--- config.mk ---
export PLATFORM = sky130hd
export DESIGN_NAME = uart_rx_fifo
export DESIGN_NICKNAME = d
export VERILOG_FILES = /design/src/rtl/uart_rx_fifo.sv
export SDC_FILE = /design/constraint.sdc
export NUM_CORES = 1
export LEC_CHECK = 0
export ABC_AREA = 1
export BUFFER_PORTS_ARGS = -buffer_cell sky130_fd_sc_hd__clkbuf_2
export CORE_MARGIN = 5
export CORE_UTILIZATION = 53
export DETAILED_ROUTE_END_ITERATION = 12
export GPL_TIMING_DRIVEN = 0
export PLACE_DENSITY = 0.82
export SLEW_MARGIN = 5
export SYNTH_ARGS = -nofsm -noshare
export SYNTH_HDL_FRONTEND = slang
export SYNTH_SLANG_ARGS = --single-unit
--- constraint.sdc ---
create_clock -name clk -period 1.7 [get_ports clk]
set_input_delay 0.255 -clock clk [delete_from_list [all_inputs] [get_ports clk]]
set_output_delay 0.255 -clock clk [all_outputs]
set_load 0.02 [all_outputs]
--- src/rtl/uart_rx_fifo.sv ---
// UART 8N1 receiver: 16x oversampling with 3-sample majority vote, framing/break/overrun
// detection, and a small show-ahead FIFO on the byte output.
module uart_rx_fifo #(
  parameter int CLK_FREQ   = 50_000_000,
  parameter int BAUD       = 115200,
  parameter int FIFO_DEPTH = 4
) (
  input  logic                                clk,
  input  logic                                rst,
  input  logic                                rx_serial,
  input  logic                                rd_en,
  input  logic                                clr_err,
  output logic [7:0]                          rx_data,
  output logic                                rx_ready,
  output logic [$clog2(FIFO_DEPTH+1)-1:0]     rx_count,
  output logic                                busy,
  output logic                                frame_err,
  output logic                                break_det,
  output logic                                overrun
);

  localparam int OVS_DIV = (CLK_FREQ + BAUD * 8) / (BAUD * 16);
  localparam int TW      = $clog2(OVS_DIV);
  localparam int CW      = $clog2(FIFO_DEPTH + 1);
  localparam int PW      = $clog2(FIFO_DEPTH);
  localparam logic [TW-1:0] TICK_MAX = TW'(OVS_DIV - 1);
  localparam logic [CW-1:0] FULL_CNT = CW'(FIFO_DEPTH);

  typedef enum logic [2:0] {IDLE, START, DATA, STOP, WAIT_IDLE} state_t;

  state_t          state_reg, state_next;
  logic [1:0]      sync_reg;
  logic [TW-1:0]   tick_reg, tick_next;
  logic [3:0]      samp_reg, samp_next;
  logic            s7_reg, s7_next, s8_reg, s8_next;
  logic [7:0]      data_reg, data_next;
  logic [2:0]      bit_reg, bit_next;
  logic            ferr_reg, ferr_next, brk_reg, brk_next;
  logic            line, tick, at9, at15, maj, push;

  assign line = sync_reg[1];
  assign tick = (tick_reg == TICK_MAX);
  assign at9  = tick && (samp_reg == 4'd9);
  assign at15 = tick && (samp_reg == 4'd15);
  // Samples 7 and 8 are held; sample 9 is the live synced line at decision time.
  assign maj  = (s7_reg & s8_reg) | (s7_reg & line) | (s8_reg & line);

  always_ff @(posedge clk) begin
    if (rst) begin
      sync_reg  <= 2'b11;
      state_reg <= IDLE;
      tick_reg  <= '0;
      samp_reg  <= '0;
      s7_reg    <= 1'b1;
      s8_reg    <= 1'b1;
      data_reg  <= '0;
      bit_reg   <= '0;
      ferr_reg  <= 1'b0;
      brk_reg   <= 1'b0;
    end else begin
      sync_reg  <= {sync_reg[0], rx_serial};
      state_reg <= state_next;
      tick_reg  <= tick_next;
      samp_reg  <= samp_next;
      s7_reg    <= s7_next;
      s8_reg    <= s8_next;
      data_reg  <= data_next;
      bit_reg   <= bit_next;
      ferr_reg  <= ferr_next;
      brk_reg   <= brk_next;
    end
  end

  always_comb begin
    state_next = state_reg;
    tick_next  = tick ? '0 : tick_reg + TW'(1);
    samp_next  = tick ? samp_reg + 4'd1 : samp_reg;
    s7_next    = (tick && samp_reg == 4'd7) ? line : s7_reg;
    s8_next    = (tick && samp_reg == 4'd8) ? line : s8_reg;
    data_next  = data_reg;
    bit_next   = bit_reg;
    push       = 1'b0;
    ferr_next  = 1'b0;
    brk_next   = 1'b0;
    case (state_reg)
      IDLE: begin
        samp_next = '0;
        if (!line) begin
          state_next = START;
          tick_next  = '0;
        end
      end
      START: begin
        if (at9 && maj) begin
          state_next = IDLE;
        end else if (at15) begin
          state_next = DATA;
          bit_next   = '0;
        end
      end
      DATA: begin
        if (at9) data_next = {maj, data_reg[7:1]};
        if (at15) begin
          if (bit_reg == 3'd7) state_next = STOP;
          else                 bit_next   = bit_reg + 3'd1;
        end
      end
      STOP: begin
        // Leaving at mid-stop leaves half a bit to catch a back-to-back start edge.
        if (at9) begin
          if (maj) begin
            push       = 1'b1;
            state_next = IDLE;
          end else begin
            ferr_next  = 1'b1;
            brk_next   = (data_reg == 8'h00);
            state_next = WAIT_IDLE;
          end
        end
      end
      WAIT_IDLE: if (line) state_next = IDLE;
      default:   state_next = IDLE;
    endcase
  end

  assign busy      = (state_reg != IDLE);
  assign frame_err = ferr_reg;
  assign break_det = brk_reg;

  logic [7:0]    mem [FIFO_DEPTH];
  logic [PW-1:0] wr_ptr_reg, rd_ptr_reg;
  logic [CW-1:0] count_reg;
  logic          full, pop, push_ok;

  assign full    = (count_reg == FULL_CNT);
  assign pop     = rd_en && rx_ready;
  assign push_ok = push && (!full || pop);

  always_ff @(posedge clk) begin
    if (push_ok) mem[wr_ptr_reg] <= data_reg;
  end

  always_ff @(posedge clk) begin
    if (rst) begin
      wr_ptr_reg <= '0;
      rd_ptr_reg <= '0;
      count_reg  <= '0;
      overrun    <= 1'b0;
    end else begin
      if (push_ok) wr_ptr_reg <= wr_ptr_reg + PW'(1);
      if (pop)     rd_ptr_reg <= rd_ptr_reg + PW'(1);
      case ({push_ok, pop})
        2'b10:   count_reg <= count_reg + CW'(1);
        2'b01:   count_reg <= count_reg - CW'(1);
        default: count_reg <= count_reg;
      endcase
      // A new drop outranks a simultaneous clear.
      if (push && full && !pop) overrun <= 1'b1;
      else if (clr_err)         overrun <= 1'b0;
    end
  end

  assign rx_ready = (count_reg != '0);
  assign rx_count = count_reg;
  assign rx_data  = rx_ready ? mem[rd_ptr_reg] : 8'h00;

endmodule

# Yosys cells after proc, flatten, opt, wreduce, memory -nomap -nowiden
# Memories as Yosys holds them, arrays and structs flattened. A register that Yosys moved wholly into a read port is not among the register bits.
# Cells that the tools add are included.
dict set report op_classes {
  bitwise 7
  n_mux 29
  reduce_logical 25
  add_sub_neg 7
  eq_ne 22
}
# operator n
set ops {}
lappend ops {{3-bit 2-to-1 mux} 12}
lappend ops {{2-bit inequality test (second input constant)} 8}
lappend ops {{5-bit 2-to-1 mux} 3}
lappend ops {{3-bit case mux with 5 select lines} 1}
lappend ops {{4-bit equality test (second input constant)} 3}
lappend ops {{3-bit case mux with 2 select lines} 2}
lappend ops {{3-bit equality test (second input constant)} 3}
lappend ops {{1-bit logical AND} 9}
lappend ops {{8-bit zero test} 1}
lappend ops {{1-bit 2-to-1 mux} 8}
lappend ops {{8-bit 2-to-1 mux} 1}
lappend ops {{3-bit by 1-bit adder with 3-bit output (second input constant)} 2}
lappend ops {{3-bit by 2-bit equality test with 1-bit output (second input constant)} 2}
lappend ops {{6-bit AND reduction} 1}
lappend ops {{2-bit nonzero test} 3}
lappend ops {{3-bit nonzero test} 2}
lappend ops {{5-bit by 1-bit adder with 5-bit output (second input constant)} 1}
lappend ops {{5-bit equality test (second input constant)} 1}
lappend ops {{5-bit AND reduction} 1}
lappend ops {{2-bit by 1-bit adder with 2-bit output (second input constant)} 2}
lappend ops {{4-bit by 1-bit adder with 4-bit output (second input constant)} 1}
lappend ops {{4-bit by 3-bit equality test with 1-bit output (second input constant)} 1}
lappend ops {{2-bit 2-to-1 mux} 2}
lappend ops {{4-bit OR reduction} 1}
lappend ops {{other kinds (14)} 19}
dict set report totals {
  output_inout_bits 16
  ram_bits 32
  input_bits 5
  ff_bits 37
  mem_count 1
}
# name depth width read_ports rd_clocked_by_memory_dff wr line_no
set memory_table {}
lappend memory_table {mem 4 8 1 1 1 130} ;# logic [7:0] mem [FIFO_DEPTH];

# Depth between registers and ports, before layout
# Gate-level depths: netlist of the first run.
dict set report logic_depth {
  depth_word 9
  ltp_mapped 14
}

# Worst setup path before layout of the first run
# OpenSTA, ideal clock, no wires.
dict set report synth_path {
  path_kind {register to register}
  startpoint {register count_reg[0] (netlist: rx_count[0])}
  endpoint {register count_reg[2] (netlist: rx_count[2])}
  stages_incl_launch_ff 11
  t_required_ns 1.585
  arrival_time_ns 1.856
  synth_period_minus_slack_ns 1.971
  path_slack_ns -0.271
  setup_ns 0.115
  path_cell_list {dfxtp_1 nor2_1 nand2_1 nand2_1 inv_1 nand2_2 fa_1 inv_1 nand4_1 a21oi_1 nor2_1}
}
dict set report synth_between {
  elab_chain_cells 6
}
# item line_no
set synth_lines {}
lappend synth_lines {{start, declared} 132} ;# logic [CW-1:0] count_reg;
lappend synth_lines {{start signal, assigned} 153} ;# 2'b10: count_reg <= count_reg + CW'(1);
lappend synth_lines {{start signal, assigned} 154} ;# 2'b01: count_reg <= count_reg - CW'(1);
lappend synth_lines {{start signal, assigned} 155} ;# default: count_reg <= count_reg;
lappend synth_lines {{3-bit nonzero test (*)} 163} ;# assign rx_ready = (count_reg != '0);
lappend synth_lines {{named net rx_ready} 14} ;# output logic rx_ready,
lappend synth_lines {{1-bit logical AND (*)} 136} ;# assign pop = rd_en && rx_ready;
lappend synth_lines {{1-bit logical OR} 137} ;# assign push_ok = push && (!full || pop);
lappend synth_lines {{1-bit logical AND} 137}
lappend synth_lines {{2-bit by 1-bit equality test with 1-bit output / 2-bit equality test (equally long branches)} 152} ;# case ({push_ok, pop})
lappend synth_lines {{3-bit case mux with 2 select lines / 2-bit nonzero test (equally long branches)} -}
# Mark *: on every way through the listed nets, which the timed path passes. The rest lies on a longest branch.
# A chain may end at the register's enable or synchronous reset.

# Worst setup path after layout of the first run
dict set report layout_path {
  startpoint {register tick_reg[0]}
  endpoint {register count_reg[1] (netlist: rx_count[1])}
}
dict set report layout_between {
  elab_chain_cells 7
}
# item line_no
set layout_lines {}
lappend layout_lines {{start, declared} 33} ;# logic [TW-1:0] tick_reg, tick_next;
lappend layout_lines {{start signal, assigned} 63} ;# tick_reg <= tick_next;
lappend layout_lines {{5-bit equality test (*)} 42} ;# assign tick = (tick_reg == TICK_MAX);
lappend layout_lines {{1-bit logical AND (*)} 43} ;# assign at9 = tick && (samp_reg == 4'd9);
lappend layout_lines {{1-bit 2-to-1 mux (*)} 110} ;# if (at9) begin
lappend layout_lines {{1-bit 2-to-1 mux (*)} 85} ;# case (state_reg)
lappend layout_lines {{1-bit logical AND (*)} 137}
lappend layout_lines {{2-bit by 1-bit equality test with 1-bit output / 2-bit equality test (equally long branches)} 152}
lappend layout_lines {{3-bit case mux with 2 select lines / 2-bit nonzero test (equally long branches)} -}
# Mark *: on every way between the ends. The rest lies on a longest branch, timed or not.

==> impl_metrics.py, run 1 <==
metrics = {
    "global_routing": {
        "grt_max_degree": 13,
        "antenna_found_initial": 0,
        "grt.total_usage_pct": 18.8,
        "grt_pass1_wl_mm": 11.0,
        "grt_pass1_vias": 2484,
        "overflow": 0,
    },
    "floorplanning": {
        "fp.dieW_um": 87.1,
        "core_area_um2": 5850,
        "io_pins": 21,
        "die_h_um": 87.1,
        "start_util_pct": 53.9,
        "rows": 28,
        "die-area_um2": 7590,
    },
    "route": {
        "dr.first_iter.drc_count": 133,
        "dr.pass1.iters": 5,
        "vias_per_cell": 5.29,
        "wl_per_cell_um": 14.0,
        "ant_nets": 0,
        "vias": 2511,
        "wirelength_mm": 6.63,
        "drt_drc_violations_left": 0,
    },
    "yosys": {
        "synth_nets": 360,
        "syn_area_per_cell_um2": 9.19,
        "ys_ff_latch": 71,
        "synth_cell_types": 35,
        "syn-cell-area_um2": 3150,
        "yosysSeqAreaShare_pct": 55.3,
        "synthCells": 343,
        "ys_warn_count": 0,
    },
    "final_layout": {
        "layout_commonest_cell": "nor2_1",
        "drive_above_1_share_pct": 34.3,
        "fin_nets": 412,
        "largest_reg_flops": 32,
        "utilization_pct": 67.9,
        "area_growth_pct": 26.0,
        "final_cell_mix": "nor2_1, edfxtp_1, nand2_1, dfxtp_1, inv_1",
        "design_area_um2": 3970,
        "num_antenna_cells": 0,
        "fillers": 431,
    },
    "critical_path": {
        "r2r_slack_ns": -0.07,
        "crit_path_cell_trace": "inv_2, ha_4, nand2_4, nor2_4, nand2_2, nor2_2, nand2_2, nand2_2, fa_2, a21boi_2, nor2_1",
        "critical-path-slowest-cell": "fa_2",
        "worstPathMaxFanout": 3,
        "r2r_start": "tick_reg[0]",
        "critPathMaxStageDelay_ns": 0.43,
        "startpoint": "tick_reg[0]",
        "startpoint_type": "register",
        "worst-setup-path-type": "reg2reg",
        "worst-r2r-cell-count": 11,
        "required_ns": 1.98,
        "critical_path.reg2reg.endpoint": "rx_count[1]",
        "cp-endpoint": "rx_count[1]",
        "cpMostUsedCell": "nand2_2",
        "crit_arrival_ns": 2.05,
        "critPathCaptureType": "register",
    },
    "place": {
        "dp_hpwl_mm": 4.29,
        "place_congestion": 0.924,
        "postPlaceCellArea_um2": 3360,
        "port_buffers": 19,
    },
    "timing": {
        "final-setup-viol-count": 7,
        "finalHoldViolCount": 0,
        "fmax_ghz": 0.565,
        "whs_ns": 0.102,
        "finClkSkew_ns": 0.00571,
        "period_share_pct": 104,
        "setup_slack_ns": -0.0711,
        "slew_headroom_pct": 66.5,
        "rsz0062_at_grt": "true",
        "finalCriticalPeriod_ns": 1.77,
        "slew_viol_final": 0,
        "worst_pin_slew_ns": 0.502,
    },
    "pwr": {
        "swShare_pct": 37.6,
        "leakage_nw": 1.55,
        "p_int_w": 0.00358,
        "p_total_w": 0.00573,
        "pwr-share-seq_pct": 34.7,
        "power.switching_w": 0.00215,
        "combPwrFrac_pct": 43.5,
        "p_per_area_nw_per_um2": 1440,
        "peakVddDrop_v": 0.000985,
        "clockPowerShare_pct": 21.8,
    },
    "status": {
        "violations": "setup timing",
        "outcome": "complete, but fails checks",
    },
    "cts": {
        "cts-root-buf": "clkbuf_8",
        "cts_max_path_buffers": 2,
        "clk_latency_ns": 0.34,
        "cts.sinks": 71,
        "cts_made_buffers": 9,
        "path_clk_slew_ns": 0.07,
        "cts_tree": "built",
        "htreeDepth": 3,
    },
    "worst_hold_path": {
        "hp-class": "in2reg",
    },
    "flow_run": {
        "maxCapViolCount": 0,
    },
}
[Yosys cell counts]
cell type,count,area [um2]
nor3_2,2,20.0
nor2_4,3,33.8
o21ai_1,1,5.00
nor3_1,1,5.00
o22ai_1,1,6.26
nor2_1,58,218
fa_1,1,20.0
xnor2_1,1,8.76
buf_6,1,11.3
and3_1,2,12.5
nand3_2,3,30.0
a21oi_1,30,150
nor2_2,4,25.0
or2_2,2,12.5
inv_1,32,120
xor2_1,2,17.5
inv_2,6,22.5
ha_1,11,138
o311ai_0,1,8.76
nor4_1,3,18.8
o211ai_1,1,7.51
nand4_1,4,25.0
buf_2,4,20.0
nand3_1,19,95.1
nand2_1,34,128
edfxtp_1,32,961
a21oi_4,1,16.3
o21ai_0,27,135
a21boi_0,1,7.51
clkbuf_1,4,15.0
nand2_2,9,56.3
clkinv_2,1,5.00
nand3b_1,1,7.51
a21oi_2,1,8.76
dfxtp_1,39,781
[metrics by stage]
stage               instances  TNS (ns)  setup slack, ns
global placement          437     -8.00           -0.266
detailed placement        437     -9.46           -0.324
global route              475     -1.96           -0.185
finish                    475    -0.250          -0.0711
floorplan                 343    -0.107          -0.0639
CTS                       467    -0.606          -0.0872
[worst min path at each step]
stage / from / to / slack [ns] / cells past startpoint
CTS: rx_serial / sync_reg[0] / 0.09 / 2
finish: rx_serial / sync_reg[0] / 0.10 / 2
global placement: sync_reg[0] / sync_reg[1] / 0.40 / 1
detailed placement: sync_reg[0] / sync_reg[1] / 0.39 / 1
floorplan: rx_serial / sync_reg[0] / 0.36 / 1
global route: rx_serial / sync_reg[0] / 0.09 / 2
[critical path: cells and delay by family, from the launching register on]
kind | cells | cell delay (ns)
AO/OA/AOI/OAI | 1 | 0.16
adder cells (fa/ha/maj) | 2 | 0.56
buffers and inverters | 1 | 0.06
AND/OR/NAND/NOR | 7 | 0.63
flip-flops | 1 | 0.32
[power by group through the flow]
stage / clock network [W] / registers (W) / logic, W
floorplan: 0 / 0.00204 / 0.00128
global placement: 0 / 0.00201 / 0.00172
detailed placement: 0 / 0.00202 / 0.00178
CTS: 0.00127 / 0.00198 / 0.00235
global route: 0.00136 / 0.00200 / 0.00274
finish: 0.00125 / 0.00199 / 0.00249
[cell families (layout without fill, tap and decap cells)]
kind of cell             count (synthesis)  in the layout  share of synthesized area [%]
AO/OA/AOI/OAI                           64             64                           11.0
XOR/XNOR                                 3              3                          0.834
adder cells (fa/ha/maj)                 12             12                           5.00
buffers and inverters                   48            105                           6.15
flip-flops                              71             71                           55.3
AND/OR/NAND/NOR                        145            145                           21.8
[layout make-up]
type / instances / area [um2] / area share [%]
Buffer: 8 / 68.8 / 1.73
Clock buffer: 11 / 131 / 3.31
Clock inverter: 5 / 50.0 / 1.26
Inverter: 39 / 156 / 3.94
Multi-Input combinational cell: 224 / 1380 / 34.7
Sequential cell: 71 / 1760 / 44.2
Tap cell: 75 / 93.8 / 2.36
Timing Repair Buffer: 42 / 335 / 8.44
[what timing repair did]
action,4_1_cts,5_1_grt
resized for setup,68,23
pin swaps,22,15
endpoints found under the setup margin,42,45
hold buffers,0,0
cloned,2,0
buffers inserted,13,9
[per-layer routing]
metal | part of all wire, % | GRT usage (%)
met3 | 4.5 | 5.20
met4 | 2.9 | 9.07
met2 | 53 | 33.2
met5 | 0 | 0
met1 | 39 | 20.7
Note: power is estimated with default switching activity, not from simulation.
==> run 2, diff against run 1 <==
CORE_ASPECT_RATIO = 0.9   (was unset)
PLACE_DENSITY = unset   (was 0.82)
PLACE_DENSITY_LB_ADDON = 0.2   (was unset)
==> impl_metrics.py, run 2 (same netlist as run 1, synthesis figures left out) <==
metrics = {
    "status": {
        "outcome": "complete, but fails checks",
        "violations": "setup timing",
    },
    "timing": {
        "slew_viol_final": 0,
        "finalHoldViolCount": 0,
        "slew_headroom_pct": 63.1,
        "period_share_pct": 106,
        "fmax_ghz": 0.553,
        "final-setup-viol-count": 6,
        "rsz0062_at_grt": "true",
        "tns_ns": -0.236,
        "setup_slack_ns": -0.109,
        "worst_pin_slew_ns": 0.554,
        "finClkSkew_ns": 0.0112,
        "finalCriticalPeriod_ns": 1.81,
    },
    "floorplanning": {
        "start_util_pct": 55.0,
        "fp.dieW_um": 91.3,
        "rows": 26,
        "core_area_um2": 5730,
        "die_h_um": 83.2,
        "io_pins": 21,
        "die-area_um2": 7590,
    },
    "cts": {
        "ctsHoldBuffers": 0,
        "clk_latency_ns": 0.35,
        "cts_tree": "built",
        "cts_made_buffers": 9,
        "cts_max_path_buffers": 2,
        "cts-root-buf": "clkbuf_8",
        "cts.sinks": 71,
        "htreeDepth": 3,
        "path_clk_slew_ns": 0.07,
    },
    "pwr": {
        "leakage_nw": 1.59,
        "clockPowerShare_pct": 23.1,
        "power.switching_w": 0.00222,
        "peakVddDrop_v": 0.00105,
        "combPwrFrac_pct": 43.4,
        "pwr-share-seq_pct": 33.5,
        "swShare_pct": 37.6,
        "p_int_w": 0.00369,
        "p_per_area_nw_per_um2": 1450,
    },
    "final_layout": {
        "area_growth_pct": 29.6,
        "layout_commonest_cell": "nor2_1",
        "regArea_um2": 1760,
        "final_cell_mix": "nor2_1, edfxtp_1, dfxtp_1, nand2_1, buf_4",
        "utilization_pct": 71.3,
        "fillers": 431,
        "fin_nets": 418,
        "drive_above_1_share_pct": 37.2,
        "design_area_um2": 4080,
        "num_antenna_cells": 0,
        "multi_input_area_um2": 1390,
        "largest_reg_flops": 32,
    },
    "critical_path": {
        "worstPathMaxFanout": 4,
        "critical-path-slowest-cell": "fa_2",
        "critPathMaxStageDelay_ns": 0.43,
        "startpoint_type": "register",
        "worst-setup-path-type": "reg2reg",
        "r2r_slack_ns": -0.11,
        "r2r_start": "tick_reg[0]",
        "startpoint": "tick_reg[0]",
        "required_ns": 1.99,
        "crit_path_cell_trace": "inv_2, ha_4, nand2_4, nor2_4, nand2_2, nor2_4, nand2_2, nand2_2, fa_2, a21boi_2, nor2_1",
        "crit_arrival_ns": 2.10,
        "cpMostUsedCell": "nand2_2",
        "critPathCaptureType": "register",
    },
    "route": {
        "vias_per_cell": 5.08,
        "dr.pass1.iters": 4,
        "wl_per_cell_um": 13.7,
        "ant_nets": 0,
        "wirelength_mm": 6.54,
        "dr.first_iter.drc_count": 95,
        "drt_drc_violations_left": 0,
        "vias": 2417,
    },
    "global_routing": {
        "antenna_found_initial": 0,
        "grt_pass1_wl_mm": 11.1,
        "grt.total_usage_pct": 18.4,
        "overflow": 0,
        "grt_pass1_vias": 2366,
        "grt_max_degree": 14,
    },
    "worst_hold_path": {
        "holdCritStartpoint": "rx_serial",
        "hp-class": "in2reg",
    },
    "place": {
        "place_congestion": 0.850,
        "port_buffers": 19,
        "dp_hpwl_mm": 4.34,
        "dp_slack_ns": -0.365,
        "postPlaceCellArea_um2": 3360,
    },
    "flow_run": {
        "maxCapViolCount": 0,
    },
}
## run 2: area by class of cell
| cell class | count | share of cell area (%) |
|---|---|---|
| sequential | 71 | 43.0 |
| multi-input combinational | 224 | 34.1 |
| timing repair buffer | 48 | 10.2 |
| inverter | 39 | 3.92 |
| clock buffer | 10 | 3.37 |
| tap | 70 | 2.14 |
| clock inverter | 6 | 1.65 |
| buffer | 8 | 1.59 |
## run 2: power groups by stage
| stage | logic (W) | registers, W | clock network (W) |
|---|---|---|---|
| detailed placement | 0.00181 | 0.00202 | 0 |
| floorplan | 0.00128 | 0.00204 | 0 |
| CTS | 0.00232 | 0.00198 | 0.00140 |
| global route | 0.00282 | 0.00199 | 0.00149 |
| global placement | 0.00177 | 0.00201 | 0 |
| finish | 0.00257 | 0.00198 | 0.00137 |
## run 2: what timing repair did
action / CTS / global route
endpoints found under the setup margin: 42 / 49
gates cloned: 2 / 0
pin swaps: 20 / 22
buffers inserted: 20 / 7
resized for setup: 64 / 34
## run 2: layer usage
metal / part of all wire, % / up-vias / global-route usage, %
met3: 4.9 / 8 / 6.06
li1: - / 1260 / -
met1: 44 / 1102 / 22.6
met5: 0 / - / 0
met4: 1.3 / 0 / 6.27
met2: 50 / 47 / 30.1
## run 2: worst paths after layout
check                      to  depth (start not counted)
hold reg to reg   sync_reg[1]                          1
setup reg to reg  rx_count[1]                         11
hold / removal    sync_reg[0]                          2
setup / recovery  rx_count[1]                         11
## run 2: worst max-delay path: cells and delay by family, from the launching register on
family,cells,cell delay [ns]
flip-flops,1,0.33
AND/OR/NAND/NOR,7,0.65
buffers and inverters,1,0.06
AO/OA/AOI/OAI,1,0.16
adder cells (fa/ha/maj),2,0.55
## run 2: per-stage QoR
step / power, W / hold slack [ns] / std cells
floorplan: 0.00333 / 0.359 / 343
global placement: 0.00379 / 0.398 / 432
detailed placement: 0.00382 / 0.406 / 432
CTS: 0.00569 / 0.0750 / 469
global route: 0.00630 / 0.0703 / 476
finish: 0.00591 / 0.0872 / 476
==> run 3, diff against run 2 <==
HOLD_SLACK_MARGIN = 0.12   (was unset)
==> impl_metrics.py, run 3 (same netlist as run 1, synthesis figures left out) <==
metrics = {
    "global_routing": {
        "grt_pass1_wl_mm": 11.2,
        "grt_max_degree": 14,
        "overflow": 0,
        "grt.total_usage_pct": 18.4,
        "antenna_found_initial": 0,
        "grt_pass1_vias": 2374,
    },
    "route": {
        "wl_per_cell_um": 13.7,
        "wirelength_mm": 6.56,
        "ant_nets": 0,
        "dr.pass1.iters": 4,
        "vias": 2419,
        "drt_drc_violations_left": 0,
        "dr.first_iter.drc_count": 106,
        "vias_per_cell": 5.07,
    },
    "pwr": {
        "peakVddDrop_v": 0.00105,
        "power.switching_w": 0.00222,
        "p_per_area_nw_per_um2": 1440,
        "leakage_nw": 1.60,
        "pwr-share-seq_pct": 33.5,
        "clockPowerShare_pct": 23.1,
        "p_int_w": 0.00369,
        "swShare_pct": 37.5,
        "combPwrFrac_pct": 43.4,
    },
    "timing": {
        "slew_viol_final": 0,
        "rsz0062_at_grt": "true",
        "period_share_pct": 106,
        "setup_slack_ns": -0.109,
        "worst_pin_slew_ns": 0.554,
        "tns_ns": -0.233,
        "fmax_ghz": 0.553,
        "finalCriticalPeriod_ns": 1.81,
        "finalHoldViolCount": 0,
        "final-setup-viol-count": 6,
        "slew_headroom_pct": 63.1,
        "finClkSkew_ns": 0.0112,
    },
    "critical_path": {
        "crit_arrival_ns": 2.10,
        "worst-setup-path-type": "reg2reg",
        "worst-r2r-cell-count": 11,
        "r2r_slack_ns": -0.11,
        "startpoint_type": "register",
        "critPathCaptureType": "register",
        "r2r_start": "tick_reg[0]",
        "required_ns": 1.99,
        "worstPathMaxFanout": 4,
        "critical_path.reg2reg.endpoint": "rx_count[1]",
    },
    "final_layout": {
        "utilization_pct": 71.5,
        "post_layout_nonfiller_instances": 477,
        "drive_above_1_share_pct": 37.1,
        "num_antenna_cells": 0,
        "layout_commonest_cell": "nor2_1",
        "area_growth_pct": 29.9,
        "largest_reg_flops": 32,
        "fillers": 430,
        "fin_nets": 419,
        "final_cell_mix": "nor2_1, edfxtp_1, dfxtp_1, nand2_1, buf_4",
    },
    "place": {
        "place_congestion": 0.850,
        "dp_slack_ns": -0.365,
        "port_buffers": 19,
        "place_inst": 432,
        "dp_hpwl_mm": 4.34,
    },
    "cts": {
        "cts_tree": "built",
        "cts-root-buf": "clkbuf_8",
        "path_clk_slew_ns": 0.07,
        "clk_latency_ns": 0.35,
        "cts_max_path_buffers": 2,
        "htreeDepth": 3,
        "cts.sinks": 71,
        "cts_made_buffers": 9,
    },
    "floorplanning": {
        "core_area_um2": 5730,
        "rows": 26,
        "fp.dieW_um": 91.3,
        "die-area_um2": 7590,
        "start_util_pct": 55.0,
        "die_h_um": 83.2,
        "io_pins": 21,
    },
    "worst_hold_path": {
        "holdCritStartpoint": "clr_err",
        "hold_end": "overrun",
        "hp-class": "in2reg",
        "hold_depth": 4,
    },
    "status": {
        "outcome": "complete, but fails checks",
        "violations": "setup timing",
    },
    "flow_run": {
        "maxCapViolCount": 0,
    },
}
[run 3: power groups by stage]
| stage | clock [W] | sequential, W | combinational (W) |
|---|---|---|---|
| 3_3_place_gp | 0 | 0.00201 | 0.00177 |
| 5_1_grt | 0.00149 | 0.00199 | 0.00282 |
| 4_1_cts | 0.00140 | 0.00198 | 0.00232 |
| 2_1_floorplan | 0 | 0.00204 | 0.00128 |
| 3_5_place_dp | 0 | 0.00202 | 0.00181 |
| 6_report | 0.00137 | 0.00198 | 0.00257 |
[run 3: stage by stage]
step	instance area (um2)	power, W	hold slack [ns]
floorplan	3170	0.00333	0.359
global placement	3360	0.00379	0.398
detailed placement	3360	0.00382	0.406
CTS	3960	0.00569	0.154
global route	4090	0.00630	0.168
finish	4090	0.00591	0.171
[run 3: layout make-up]
type / instances / area, um2 / share of cell area, %
timing repair buffer: 49 / 425 / 10.4
tap: 70 / 87.6 / 2.14
clock inverter: 6 / 67.6 / 1.65
multi-input combinational: 224 / 1390 / 34.0
clock buffer: 10 / 138 / 3.36
sequential: 71 / 1760 / 42.9
buffer: 8 / 65.1 / 1.59
inverter: 39 / 160 / 3.91
[run 3: worst max-delay path by stage]
stage / startpoint / to / slack, ns
final: tick_reg[0] / rx_count[1] / -0.11
after global routing: samp_reg[2] / rx_count[1] / -0.23
after CTS: tick_reg[0] / rx_count[1] / -0.14
after detailed placement: tick_reg[0] / mem[1][0] / -0.37
after global placement: tick_reg[0] / mem[1][0] / -0.33
after floorplan: tick_reg[0] / rx_count[1] / -0.06
[run 3: critical path, stage by stage, from the launching register on]
cell,delay (ns)
dfxtp_2,0.33
inv_2,0.06
ha_4,0.12
nand2_4,0.04
nor2_4,0.17
nand2_2,0.11
nor2_4,0.10
nand2_2,0.07
nand2_2,0.09
fa_2,0.43
a21boi_2,0.16
nor2_1,0.07
[run 3: repair_timing]
item,4_1_cts,5_1_grt
endpoints found under the hold margin,1,0
pin swaps,20,22
gates cloned,2,0
hold buffers,1,0
gates resized for setup,64,34
setup endpoints to repair,42,49
buffers inserted,20,7
[run 3: metal layers]
metal,up-vias,track usage (%),wire [um]
li1,1262,-,-
met4,0,6.27,85
met2,47,30.3,3260
met3,8,6.06,310
met5,-,0,0
met1,1102,22.6,2900
